==> src/rtl/apb_slave_ctrl_pkg.sv <==
// Shared definitions for the APB slave front-end: bus widths, FSM state
// encoding, the wait-counter width rule and the address-range check.
package apb_pkg;

    localparam int ADDR_W = 32;
    localparam int DATA_W = 32;
    localparam int STRB_W = DATA_W / 8;

    localparam int WAIT_STATES_DEFAULT = 0;

    typedef enum logic [0:0] {
        IDLE   = 1'b0,
        ACCESS = 1'b1
    } apb_state_e;

    // Counter must hold WAIT_STATES; a zero-wait build still keeps one bit.
    function automatic int cnt_width(input int ws);
        int w;
        w = $clog2(ws + 1);
        return (w < 1) ? 1 : w;
    endfunction

    localparam int CNT_W = cnt_width(WAIT_STATES_DEFAULT);

    // Out-of-window or non-word-aligned byte address.
    function automatic logic addr_err(input logic [ADDR_W-1:0] addr,
                                      input logic [ADDR_W-1:0] lo,
                                      input logic [ADDR_W-1:0] hi);
        return (addr < lo) || (addr > hi) || (addr[1:0] != 2'b00);
    endfunction

endpackage

==> src/rtl/apb_slave_ctrl_if.sv <==
// APB bus bundle between a master and the apb_slave_ctrl front-end.
interface apb_slave_ctrl_if
    import apb_pkg::*;
    ();

    logic              psel;
    logic              penable;
    logic              pwrite;
    logic [ADDR_W-1:0] paddr;
    logic [DATA_W-1:0] pwdata;
    logic [STRB_W-1:0] pstrb;
    logic              pready;
    logic [DATA_W-1:0] prdata;
    logic              pslverr;

    modport slave (
        input  psel, penable, pwrite, paddr, pwdata, pstrb,
        output pready, prdata, pslverr
    );

    modport master (
        output psel, penable, pwrite, paddr, pwdata, pstrb,
        input  pready, prdata, pslverr
    );

endinterface

==> src/rtl/apb_slave_ctrl_wait_counter.sv <==
// Wait-state down-counter: load at SETUP, decrement through ACCESS,
// zero flag tells the FSM the transfer may complete.
module apb_wait_counter
    import apb_pkg::*;
#(
    parameter int CNT_W_P = 1
) (
    input  logic               pclk,
    input  logic               presetn,
    input  logic               load,
    input  logic               dec,
    input  logic [CNT_W_P-1:0] load_val,
    output logic [CNT_W_P-1:0] cnt,
    output logic               zero
);

    logic [CNT_W_P-1:0] cnt_r;

    // Load takes priority over decrement; never wraps below zero.
    always_ff @(posedge pclk or negedge presetn) begin
        if (!presetn) begin
            cnt_r <= {CNT_W_P{1'b0}};
        end else if (load) begin
            cnt_r <= load_val;
        end else if (dec && (cnt_r != {CNT_W_P{1'b0}})) begin
            cnt_r <= cnt_r - CNT_W_P'(1);
        end
    end

    assign cnt  = cnt_r;
    assign zero = (cnt_r == {CNT_W_P{1'b0}});

endmodule

==> src/rtl/apb_slave_ctrl.sv <==
// APB slave protocol front-end for the word storage block.
// Captures the SETUP phase, stretches ACCESS by WAIT_STATES cycles and
// issues a single-cycle write commit only in the completing ACCESS cycle.
// Optional macro APB_SLVERR_EN: adds the ADDR_LO/ADDR_HI parameters and
// flags out-of-window or misaligned addresses with pslverr (write dropped,
// read data zero). Without it every address is forwarded unchecked.
module apb_slave_ctrl
    import apb_pkg::*;
#(
`ifdef APB_SLVERR_EN
    parameter logic [ADDR_W-1:0] ADDR_LO = 32'h0000_0000,
    parameter logic [ADDR_W-1:0] ADDR_HI = 32'h0000_0FFC,
`endif
    parameter int WAIT_STATES = 0
) (
    input  logic              pclk,
    input  logic              presetn,
    apb_slave_ctrl_if.slave   apb,
    output logic              mem_we,
    output logic [ADDR_W-1:0] mem_addr,
    output logic [DATA_W-1:0] mem_wdata,
    output logic [STRB_W-1:0] mem_strb,
    input  logic [DATA_W-1:0] mem_rdata
);

    localparam int                CNT_W_L   = cnt_width(WAIT_STATES);
    localparam logic [CNT_W_L-1:0] WAIT_LOAD = CNT_W_L'(WAIT_STATES);

    apb_state_e        state_r;
    apb_state_e        next_state_s;
    logic              capture_s;
    logic              load_s;
    logic              dec_s;
    logic              pready_s;
    logic              cnt_zero_s;
    logic [CNT_W_L-1:0] cnt_s;
    logic              setup_err_s;
    logic [DATA_W-1:0] prdata_s;

    logic [ADDR_W-1:0] mem_addr_r;
    logic [DATA_W-1:0] mem_wdata_r;
    logic [STRB_W-1:0] mem_strb_r;
    logic              pwrite_r;
    logic              err_r;

    apb_wait_counter #(
        .CNT_W_P (CNT_W_L)
    ) u_wait_counter (
        .pclk     (pclk),
        .presetn  (presetn),
        .load     (load_s),
        .dec      (dec_s),
        .load_val (WAIT_LOAD),
        .cnt      (cnt_s),
        .zero     (cnt_zero_s)
    );

`ifdef APB_SLVERR_EN
    assign setup_err_s = addr_err(apb.paddr, ADDR_LO, ADDR_HI);
`else
    assign setup_err_s = 1'b0;
`endif

    // FSM state register.
    always_ff @(posedge pclk or negedge presetn) begin
        if (!presetn) begin
            state_r <= IDLE;
        end else begin
            state_r <= next_state_s;
        end
    end

    // Next-state and phase decode; a SETUP seen in ACCESS restarts the transfer.
    always_comb begin
        next_state_s = state_r;
        capture_s    = 1'b0;
        load_s       = 1'b0;
        dec_s        = 1'b0;
        pready_s     = 1'b0;
        case (state_r)
            IDLE: begin
                if (apb.psel && !apb.penable) begin
                    capture_s    = 1'b1;
                    load_s       = 1'b1;
                    next_state_s = ACCESS;
                end else begin
                    next_state_s = IDLE;
                end
            end
            ACCESS: begin
                if (!apb.psel) begin
                    next_state_s = IDLE;
                end else if (!apb.penable) begin
                    capture_s    = 1'b1;
                    load_s       = 1'b1;
                    next_state_s = ACCESS;
                end else if (!cnt_zero_s) begin
                    dec_s        = 1'b1;
                    next_state_s = ACCESS;
                end else begin
                    pready_s     = 1'b1;
                    next_state_s = IDLE;
                end
            end
            default: begin
                next_state_s = IDLE;
            end
        endcase
    end

    // SETUP-phase capture of the transfer fields and the address check.
    always_ff @(posedge pclk or negedge presetn) begin
        if (!presetn) begin
            mem_addr_r  <= {ADDR_W{1'b0}};
            mem_wdata_r <= {DATA_W{1'b0}};
            mem_strb_r  <= {STRB_W{1'b0}};
            pwrite_r    <= 1'b0;
            err_r       <= 1'b0;
        end else if (capture_s) begin
            mem_addr_r  <= apb.paddr;
            mem_wdata_r <= apb.pwdata;
            mem_strb_r  <= apb.pstrb;
            pwrite_r    <= apb.pwrite;
            err_r       <= setup_err_s;
        end
    end

    // Read data is gated so the bus only shows storage data on a good read completion.
    always_comb begin
        prdata_s = {DATA_W{1'b0}};
        if (pready_s && !pwrite_r && !err_r) begin
            prdata_s = mem_rdata;
        end else begin
            prdata_s = {DATA_W{1'b0}};
        end
    end

    assign apb.pready  = pready_s;
    assign apb.pslverr = pready_s & err_r;
    assign apb.prdata  = prdata_s;

    assign mem_we    = pready_s & pwrite_r & ~err_r;
    assign mem_addr  = mem_addr_r;
    assign mem_wdata = mem_wdata_r;
    assign mem_strb  = mem_strb_r;

    logic unused_cnt_s;
    assign unused_cnt_s = ^cnt_s;

endmodule
==> src/flat_wrapper.sv <==
// flat-port wrapper written by rule: the top's interface ports become plain ports
module apb_slave_ctrl_flat import apb_pkg::*;
#(

    parameter int WAIT_STATES = 0
)
  (pclk, presetn, mem_we, mem_addr, mem_wdata, mem_strb, mem_rdata, apb_psel, apb_penable, apb_pwrite, apb_paddr, apb_pwdata, apb_pstrb, apb_pready, apb_prdata, apb_pslverr);
  apb_slave_ctrl_if apb_i ();
  input  logic pclk;
  input  logic presetn;
  output logic mem_we;
  output logic [ADDR_W-1:0] mem_addr;
  output logic [DATA_W-1:0] mem_wdata;
  output logic [STRB_W-1:0] mem_strb;
  input  logic [DATA_W-1:0] mem_rdata;
  input wire logic [$bits(apb_i.psel)-1:0] apb_psel;
  input wire logic [$bits(apb_i.penable)-1:0] apb_penable;
  input wire logic [$bits(apb_i.pwrite)-1:0] apb_pwrite;
  input wire logic [$bits(apb_i.paddr)-1:0] apb_paddr;
  input wire logic [$bits(apb_i.pwdata)-1:0] apb_pwdata;
  input wire logic [$bits(apb_i.pstrb)-1:0] apb_pstrb;
  output wire logic [$bits(apb_i.pready)-1:0] apb_pready;
  output wire logic [$bits(apb_i.prdata)-1:0] apb_prdata;
  output wire logic [$bits(apb_i.pslverr)-1:0] apb_pslverr;
  assign apb_i.psel = apb_psel;
  assign apb_i.penable = apb_penable;
  assign apb_i.pwrite = apb_pwrite;
  assign apb_i.paddr = apb_paddr;
  assign apb_i.pwdata = apb_pwdata;
  assign apb_i.pstrb = apb_pstrb;
  assign apb_pready = apb_i.pready;
  assign apb_prdata = apb_i.prdata;
  assign apb_pslverr = apb_i.pslverr;
  apb_slave_ctrl #(.WAIT_STATES(WAIT_STATES)) u_core (.pclk(pclk), .presetn(presetn), .apb(apb_i), .mem_we(mem_we), .mem_addr(mem_addr), .mem_wdata(mem_wdata), .mem_strb(mem_strb), .mem_rdata(mem_rdata));
endmodule
==> config.mk <==
export PLATFORM = sky130hd
export DESIGN_NAME = apb_slave_ctrl_flat
export DESIGN_NICKNAME = d
export VERILOG_FILES = /design/src/rtl/apb_slave_ctrl_pkg.sv /design/src/rtl/apb_slave_ctrl_if.sv /design/src/rtl/apb_slave_ctrl_wait_counter.sv /design/src/rtl/apb_slave_ctrl.sv /design/src/flat_wrapper.sv
export SDC_FILE = /design/constraint.sdc
export NUM_CORES = 1
export LEC_CHECK = 0
export BUFFER_PORTS_ARGS = -buffer_cell sky130_fd_sc_hd__buf_2
export CAP_MARGIN = 15
export CELL_PAD_IN_SITES_DETAIL_PLACEMENT = 1
export CELL_PAD_IN_SITES_GLOBAL_PLACEMENT = 2
export CORE_ASPECT_RATIO = 0.6
export CORE_UTILIZATION = 24
export DETAILED_ROUTE_END_ITERATION = 8
export GPL_ROUTABILITY_DRIVEN = 1
export PLACE_DENSITY = 0.84
export SYNTH_ARGS = -nofsm -noshare
export SYNTH_HDL_FRONTEND = slang
export SYNTH_HIERARCHICAL = 1
export SYNTH_SLANG_ARGS = --single-unit
==> constraint.sdc <==
create_clock -name pclk -period 1 [get_ports pclk]
set_clock_uncertainty 0.15 [all_clocks]
set_input_delay 0.05 -clock pclk [delete_from_list [all_inputs] [get_ports pclk]]
set_output_delay 0.05 -clock pclk [all_outputs]
set_load 0.01 [all_outputs]
==> Implementation_results.wiki, run 1 <==
{| class="wikitable"
! Metric !! Value
|-
| Length of routed met2 wiring || 6240 um
|-
| Power share of the sequential group || 0.374
|-
| Switching component of the power || 2.548 mW
|-
| Achievable clock frequency || 615.1 MHz
|-
| Core ar. || ~13,000 sq um
|-
| Number of warning messages in the yosys log || 6
|-
| Buffers on Ports || 206
|-
| Setup CP Type || reg -> out
|-
| Die Outline Area || 14,240 sq um
|-
| Cells after synthesis || 199
|-
| Clk sinks || just over 70
|-
| Clock network power share || 0.333
|-
| TritonCTS clock tree || yes
|-
| Sequential element share of the synthesized area || 0.5385
|-
| Comb power frac || 0.293
|-
| # nets final || between 600 and 700
|-
| Critical Path Sink Type || primary output
|-
| Initial standard-cell utilization of the core || 0.2512
|-
| Max Used Layer || met4
|-
| DR WL met3 || 563 um
|-
| Reg-to-reg critical path startpoint || u_core/u_wait_counter/cnt
|-
| Peak ir drop on the vdd network || around 0.00072 V
|-
| Clock transition time at the flip-flop clock pins of the worst setup and hold paths || 0.06 ns
|-
| Worst-case setup slack after placement || -0.3208 ns
|-
| Die width || 153.4 um
|-
| Final number of max-transition violations || 0
|-
| Synth cell types || 18
|-
| First DRT Iteration DRCs || 57
|-
| Vias per Instance || 4.142
|-
| Total DRC errors in the routed layout || 0
|-
| Number of buffers on the longest clock path || 2
|-
| Reg2Reg Setup Slack || -0.16 ns
|-
| Vias in the first global route || 3,203
|-
| Met1 Routed Length || 4919 um
|-
| Initial DRT Pass Iterations || 4
|-
| Result of the run || finished with violations
|-
| Number of fillers in the final layout || 1,365
|-
| Final Hold Slack || -0.005065 ns
|-
| Cell internal power dissipation || 7.059 mW
|-
| Share of layout cells above drive strength 1 || 0.7210
|-
| Flops & latches, synth || 71
|-
| Crit-path max cell delay || 0.37 ns
|-
| Cell area after placement || 4684 sq um
|-
| Number of failing setup endpoints in the final timing report || 144
|-
| Global routing usage summed across all routing layers || 0.1622
|-
| Non-Filler Cell Area, Final || 6434 sq um
|-
| Die extent in y || a little over 90 um
|-
| Power per unit of standard cell area || between 1000 and 1500 nW/um^2
|-
| Inserted Clock Buffers || 9
|-
| Routed WL per cell || roughly 17 um
|-
| Required @ worst endpoint || 0.80 ns
|-
| Period minus WS final || 1.626 ns
|-
| Largest fanout on the critical path || 16
|-
| Synth top area share || 0.5385
|-
| Initial antenna violation count || 0
|-
| Number of H-tree levels || 3
|-
| RSZ-0062 raised after global routing || true
|-
| Library cell occupying the most area in the post-synthesis netlist || sky130_fd_sc_hd__dfrtp_1
|-
| Hold violation total from the final report || 4
|-
| Global-route wire length before repair || 17,700 um
|-
| Layout Area Growth over Synthesis || 94.99%
|-
| Switching Share || 0.2652
|-
| Synthesized cell area || 3299 sq um
|-
| Vias post-DR || 2,916
|-
| Minimum setup slack in the final design || -0.6257 ns
|-
| RePlAce Congestion || 0.7332
|-
| Destination of the worst register-to-register timing path || u_core/u_wait_counter/cnt
|-
| Post-route ant nets || 0
|-
| CP startpoint kind || flip-flop
|-
| HP Class || in -> async
|-
| HPWL after detailed placement || 7104 um
|-
| Worst-path cell with the longest stage delay || sky130_fd_sc_hd__dfrtp_1
|-
| Post-detailed-routing wire length || ~12,000 um
|-
| Violated checks || negative hold slack, negative setup slack
|-
| # diodes || 0
|-
| Largest net degree at the start of global routing || 38
|-
| CP Cell Sequence || and2b_2, clkbuf_16, and3_4, buf_6
|-
| Number of cell instances on the worst register-to-register path || 4
|-
| Clock Latency Late Sink || 0.32 ns
|-
| Area contributors post-synth || sky130_fd_sc_hd__dfrtp_1, sky130_fd_sc_hd__mux2_4, sky130_fd_sc_hd__and3_1
|-
| Max-cap violations || 0
|-
| Clock root buffer || sky130_fd_sc_hd__clkbuf_16
|-
| Number of placed I/O pins || 208
|-
| Average footprint of a synthesized cell || 16.58 sq um
|-
| P_leak || 3.237 nW
|-
| Final period utilization || 1.626
|-
| GRT Residual Overflow || 0
|-
| Floorplan row count || 32
|-
| CP Data Arrival Time || approximately 1.4 ns
|}
## cells by family after synthesis
| group | count (synthesis) | share of synthesized area |
|---|---|---|
| buffers and inverters | 16 | 0.05991 |
| AOI/OAI and AO/OA | 2 | 0.006068 |
| and+or+nand+nor | 40 | 0.08040 |
| muxes | 69 | 0.3140 |
| other | 1 | 0.001137 |
| DFF | 71 | 0.5385 |
## state kept, by name, summed over array words and instances, names as in the netlist
register / flops
u_core/mem_addr: 32
u_core/mem_wdata: 32
u_core/mem_strb: 4
u_core/pwrite_r: 1
u_core/state_r: 1
u_core/u_wait_counter/cnt: 1
## critical path: cells and delay by family, from the launching register on
| kind | cells | cell delay (ns) |
|---|---|---|
| buf+inv | 2 | 0.28 |
| flops | 1 | 0.37 |
| simple gates | 2 | 0.45 |
## layout by cell type (no fill, tap or decap)
cell                              n
sky130_fd_sc_hd__clkinv_4         3
sky130_fd_sc_hd__buf_12           6
sky130_fd_sc_hd__dfrtp_1         71
sky130_fd_sc_hd__clkbuf_16       11
sky130_fd_sc_hd__nand2_1          1
sky130_fd_sc_hd__and4b_2          1
sky130_fd_sc_hd__conb_1           2
sky130_fd_sc_hd__and3_1           2
sky130_fd_sc_hd__and3_4          31
sky130_fd_sc_hd__and3_2           1
sky130_fd_sc_hd__and2b_2          1
sky130_fd_sc_hd__inv_6            1
sky130_fd_sc_hd__nor2b_4          1
sky130_fd_sc_hd__buf_6           66
sky130_fd_sc_hd__mux2_4          69
sky130_fd_sc_hd__bufinv_16        1
sky130_fd_sc_hd__and2_4           1
sky130_fd_sc_hd__dlygate4sd3_1   72
sky130_fd_sc_hd__o31ai_2          1
sky130_fd_sc_hd__buf_2          157
sky130_fd_sc_hd__buf_4           30
sky130_fd_sc_hd__clkbuf_1         1
sky130_fd_sc_hd__nand2b_4         1
sky130_fd_sc_hd__a21boi_2         1
sky130_fd_sc_hd__clkinv_2         1
sky130_fd_sc_hd__inv_2            1
## synth_stat cells (all sizes together)
cell / instances
a21boi: 1
and2: 1
and2b: 1
and3: 34
and4b: 1
buf: 12
clkbuf: 3
conb: 1
dfrtp: 71
inv: 1
mux2: 69
nand2: 1
nand2b: 1
nor2b: 1
o31ai: 1
## per-stage QoR
step,setup TNS [ns],utilization,cells,power (mW)
5_1_grt,-31.07,0.4899,704,10.04
4_1_cts,-26.27,0.4682,691,9.331
6_report,-26.14,0.4899,704,9.607
3_3_place_gp,-25.43,0.3567,574,5.469
3_5_place_dp,-27.87,0.3567,574,5.541
2_1_floorplan,-7.244,-,200,4.687
## power by group through the flow
| stage | Combinational, mW | Sequential, mW | Clock (mW) |
|---|---|---|---|
| detailed placement | 1.96 | 3.58 | 0 |
| floorplan | 0.930 | 3.76 | 0 |
| finish | 2.81 | 3.60 | 3.20 |
| global route | 2.98 | 3.65 | 3.40 |
| global placement | 1.90 | 3.57 | 0 |
| CTS | 2.49 | 3.53 | 3.30 |
## metal layers
| layer | up-vias | GRT usage |
|---|---|---|
| met5 | - | 0 |
| met4 | 0 | 0.04583 |
| met3 | 12 | 0.03978 |
| met2 | 111 | 0.2991 |
| met1 | 1434 | 0.1875 |
| li1 | 1359 | - |
## how the worst max path moves through the flow
stage | start | end | slack, ns | cells after the start
finish | u_core/pwrite_r | apb_prdata[27] | -0.63 | 4
global route | u_core/u_wait_counter/cnt | apb_prdata[31] | -0.67 | 5
CTS | u_core/pwrite_r | apb_prdata[15] | -0.63 | 4
detailed placement | apb_penable | u_core/mem_addr[27] | -0.32 | 4
global placement | apb_psel | u_core/mem_wdata[24] | -0.28 | 4
floorplan | u_core/pwrite_r | apb_prdata[0] | -0.14 | 3
## cell type report
cell class | count | area [sq um] | area share
inverter | 1 | 3.754 | 0.0005834
clock buffer | 10 | 229.0 | 0.03559
multi-input combinational | 113 | 1496 | 0.2326
timing repair buffer | 333 | 2645 | 0.4111
clock inverter | 6 | 70.07 | 0.01089
sequential | 71 | 1777 | 0.2762
tap | 170 | 212.7 | 0.03306
## what timing repair did
item,4_1_cts,5_1_grt
hold buffers,72,0
gates cloned,0,2
endpoints found under the setup margin,105,138
endpoints found under the hold margin,141,0
buffers inserted,30,11
resized for setup,37,32
pin swaps,4,4
No activity file was read; power rests on OpenSTA's default activity.
==> run 2, diff against run 1 <==
CORE_UTILIZATION = 22   (was 24)
PLACE_DENSITY = 0.83   (was 0.84)
SYNTH_HIERARCHICAL = not set   (was 1)
==> run 2 against run 1 <==
- the flow finishes with violations (design-rule violations, negative setup slack)
- power increased by 3.4%
- clock-buffer cell count is 1 higher
- maximum frequency down 7.6%
- sequential share of layout area increased by 0.36 points
- via count shrank 0.41%
- combinational power about the same
- register-to-register slack better by 0.06 ns
- first-iteration DRC count up 65%
- highest routed layer unchanged
==> Implementation_results.wiki, run 2 <==
{| class="wikitable"
! Metric !! Value
|-
| Result of the run || finished with violations
|-
| TritonCTS clock tree || yes
|-
| Core ar. || 13,090 sq um
|-
| Synth top area share || 0.5917
|-
| Routed WL per cell || roughly 17 um
|-
| Setup_tns || -29.59 ns
|-
| Power per unit of standard cell area || around 1600 nW/um^2
|-
| P_leak || 3.200 nW
|-
| Highest-count cells in the layout ignoring fill and taps || sky130_fd_sc_hd__buf_2, sky130_fd_sc_hd__dlygate4sd3_1, sky130_fd_sc_hd__dfrtp_1
|-
| Die extent in y || ~92 um
|-
| Sequential element share of the synthesized area || 0.5917
|-
| CP Data Arrival Time || 1.56 ns
|-
| Mux cell area share after synthesis || 0.2713
|-
| Vias post-DR || 2,904
|-
| Destination of the worst register-to-register timing path || u_core.pwrite_r
|-
| Clock root buffer || sky130_fd_sc_hd__clkbuf_16
|-
| Floorplan row count || 32
|-
| Setup CP Type || reg -> out
|-
| Compound-gate portion of the synthesized area || 0.005000
|-
| Layout Area Growth over Synthesis || 111.6%
|-
| RSZ-0062 raised after global routing || true
|-
| Arithmetic-cell share of the synthesized area counting full adders, half adders and majority gates || 0
|-
| Number of buffers on the longest clock path || 2
|-
| Most common cell after layout, fill and taps aside || sky130_fd_sc_hd__buf_2
|-
| Post-route ant nets || 0
|-
| Minimum setup slack in the final design || -0.7594 ns
|-
| Switching component of the power || 2.570 mW
|-
| DP Cell Count || 569
|-
| HP Class || in -> async
|-
| Reg-to-reg critical path startpoint || u_core.pwrite_r
|-
| Syn nets || 304
|-
| Largest net degree at the start of global routing || 39
|-
| GRT Residual Overflow || 0
|-
| Number of flops mapped to enable cells by yosys || 0
|-
| Critical Path Sink Type || primary output
|-
| Number of failing setup endpoints in the final timing report || roughly 140
|-
| Share of layout cells above drive strength 1 || 0.7232
|-
| Non-Filler Cell Area, Final || 6355 sq um
|-
| CP startpoint kind || flip-flop
|-
| # nets final || 631
|-
| Global routing usage summed across all routing layers || 0.1676
|-
| Number of placed I/O pins || between 200 and 250
|-
| Violated checks || design-rule violations, negative setup slack
|-
| Fraction of registers with async set/reset || 1.000
|-
| Number of H-tree levels || 3
|-
| Area contributors post-synth || sky130_fd_sc_hd__dfrtp_1, sky130_fd_sc_hd__mux2_2, sky130_fd_sc_hd__nor3b_1
|-
| Final number of max-transition violations || 0
|-
| Fraction of synthesized cell area in xor and xnor cells || 0
|-
| Peak ir drop on the vdd network || 0.0007772 V
|-
| Clock Latency Late Sink || 0.33 ns
|-
| # diodes || 0
|-
| HPWL after detailed placement || 6571 um
|-
| Final std cells w/o fill || roughly 700
|-
| Synthesized cell area || approximately 3000 sq um
|-
| Final period utilization || 1.759
|-
| Simple-gate share of the synthesized area || 0.09333
|-
| RePlAce Congestion || 0.7170
|-
| Ranking of synthesized cells by instance count || sky130_fd_sc_hd__dfrtp_1, sky130_fd_sc_hd__mux2_2, sky130_fd_sc_hd__nor3b_1
|-
| Cell with the most instances after synthesis || sky130_fd_sc_hd__dfrtp_1
|-
| Hold violation total from the final report || 0
|-
| Buffers on Ports || 206
|-
| Period minus WS final || 1.759 ns
|-
| Total DRC errors in the routed layout || 14
|-
| Number of cell instances on the worst register-to-register path || 2
|-
| Clock network power share || 0.353
|-
| Reg2Reg Setup Slack || -0.10 ns
|-
| Cell internal power dissipation || 7.367 mW
|-
| Post-detailed-routing wire length || roughly 12,000 um
|-
| Initial antenna violation count || 0
|-
| Achievable clock frequency || 568.4 MHz
|-
| Global-route wire length before repair || about 18,000 um
|-
| Main combinational cell family by area after synthesis || multiplexers
|-
| Die Outline Area || 14,140 sq um
|-
| First DRT Iteration DRCs || 94
|-
| Cell area after placement || 4666 sq um
|-
| Cells after synthesis || between 150 and 200
|-
| Library cell occupying the most area in the post-synthesis netlist || sky130_fd_sc_hd__dfrtp_1
|-
| Comb power frac || 0.286
|-
| Largest fanout on the critical path || 9
|-
| Clock transition time at the flip-flop clock pins of the worst setup and hold paths || 0.06 ns
|-
| Switching Share || 0.2586
|-
| Average footprint of a synthesized cell || 15.09 sq um
|-
| Number of warning messages in the yosys log || 0
|-
| Vias per Instance || around 4.1
|-
| Power share of the sequential group || 0.361
|-
| Max-cap violations || 0
|-
| Initial DRT Pass Iterations || 6
|-
| Most used flip-flop cell after synthesis || sky130_fd_sc_hd__dfrtp_1
|-
| Synth cell types || 17
|-
| Clk sinks || 71
|-
| Vias in the first global route || about 3,200
|-
| Die width || 152.8 um
|-
| Initial standard-cell utilization of the core || 0.2294
|-
| Inserted Clock Buffers || 9
|-
| Flops & latches, synth || 71
|-
| Required @ worst endpoint || 0.80 ns
|-
| Number of fillers in the final layout || 1,356
|}
[run 2: changes by cell type after synthesis, sizes merged, moves of 3 or more]
| cell | delta |
|---|---|
| clkbuf | +4 |
| nor3b | +32 |
| buf | -3 |
| and3 | -34 |
[run 2: cell families after synthesis]
group | Yosys count
flops | 71
simple gates | 39
buf+inv | 17
compound gates | 2
mux | 69
other cells | 1
[run 2: final cells by class]
| type | count | area, sq um | share of cell area |
|---|---|---|---|
| multi-input combinational | 111 | 1551 | 0.2441 |
| sequential | 71 | 1778 | 0.2798 |
| clock buffer | 11 | 242.7 | 0.03820 |
| tap | 170 | 212.7 | 0.03347 |
| inverter | 1 | 3.754 | 0.0005907 |
| timing repair buffer | 332 | 2485 | 0.3910 |
| clock inverter | 5 | 81.33 | 0.01280 |
[run 2: worst max-delay path by stage]
stage	from	endpoint	slack [ns]	cells past startpoint
2_1_floorplan	u_core.u_wait_counter.cnt	apb_prdata[0]	-0.33	3
3_3_place_gp	u_core.u_wait_counter.cnt	apb_prdata[23]	-0.36	4
3_5_place_dp	u_core.u_wait_counter.cnt	apb_prdata[26]	-0.41	4
4_1_cts	u_core.u_wait_counter.cnt	apb_prdata[26]	-0.76	5
5_1_grt	u_core.u_wait_counter.cnt	apb_prdata[4]	-0.82	5
6_report	u_core.u_wait_counter.cnt	apb_prdata[24]	-0.76	5
[run 2: metrics by stage]
| step | setup slack (ns) | total power, mW | utilization | hold WS (ns) |
|---|---|---|---|---|
| after floorplan | -0.3313 | 4.697 | - | -0.3956 |
| after global placement | -0.3583 | 5.481 | 0.3564 | -0.1146 |
| after detailed placement | -0.4112 | 5.538 | 0.3564 | -0.1046 |
| after CTS | -0.7554 | 9.721 | 0.4651 | 0.08066 |
| after global routing | -0.8188 | 10.42 | 0.4854 | 0.09436 |
| final | -0.7594 | 9.937 | 0.4854 | 0.08613 |
[run 2: critical path, stage by stage (launching register included)]
cell	delay, ns
sky130_fd_sc_hd__dfrtp_1	0.38
sky130_fd_sc_hd__nand4b_1	0.18
sky130_fd_sc_hd__buf_6	0.16
sky130_fd_sc_hd__buf_12	0.15
sky130_fd_sc_hd__nor3b_4	0.19
sky130_fd_sc_hd__buf_2	0.16
[run 2: power groups by stage]
| stage | combinational [mW] | sequential (mW) | clock (mW) |
|---|---|---|---|
| after detailed placement | 1.97 | 3.57 | 0 |
| after global placement | 1.92 | 3.56 | 0 |
| after CTS | 2.58 | 3.54 | 3.61 |
| after floorplan | 0.949 | 3.75 | 0 |
| final | 2.84 | 3.59 | 3.51 |
| after global routing | 3.02 | 3.64 | 3.75 |
[run 2: per-layer routing]
metal | global-route usage | part of all wire | vias up | routed length [um]
li1 | - | - | 1347 | -
met1 | 0.2066 | 0.44 | 1419 | 5167
met2 | 0.2840 | 0.48 | 129 | 5726
met3 | 0.05475 | 0.071 | 9 | 844
met4 | 0.04125 | 0.0089 | 0 | 106
met5 | 0 | 0 | - | 0
[run 2: repair_timing]
action / CTS / global route
endpoints found under the setup margin: 104 / 132
hold buffers: 72 / 0
buffers inserted: 29 / 14
pin swaps: 10 / 14
cloned: 4 / 0
gates resized for setup: 13 / 41
hold endpoints to repair: 142 / 0
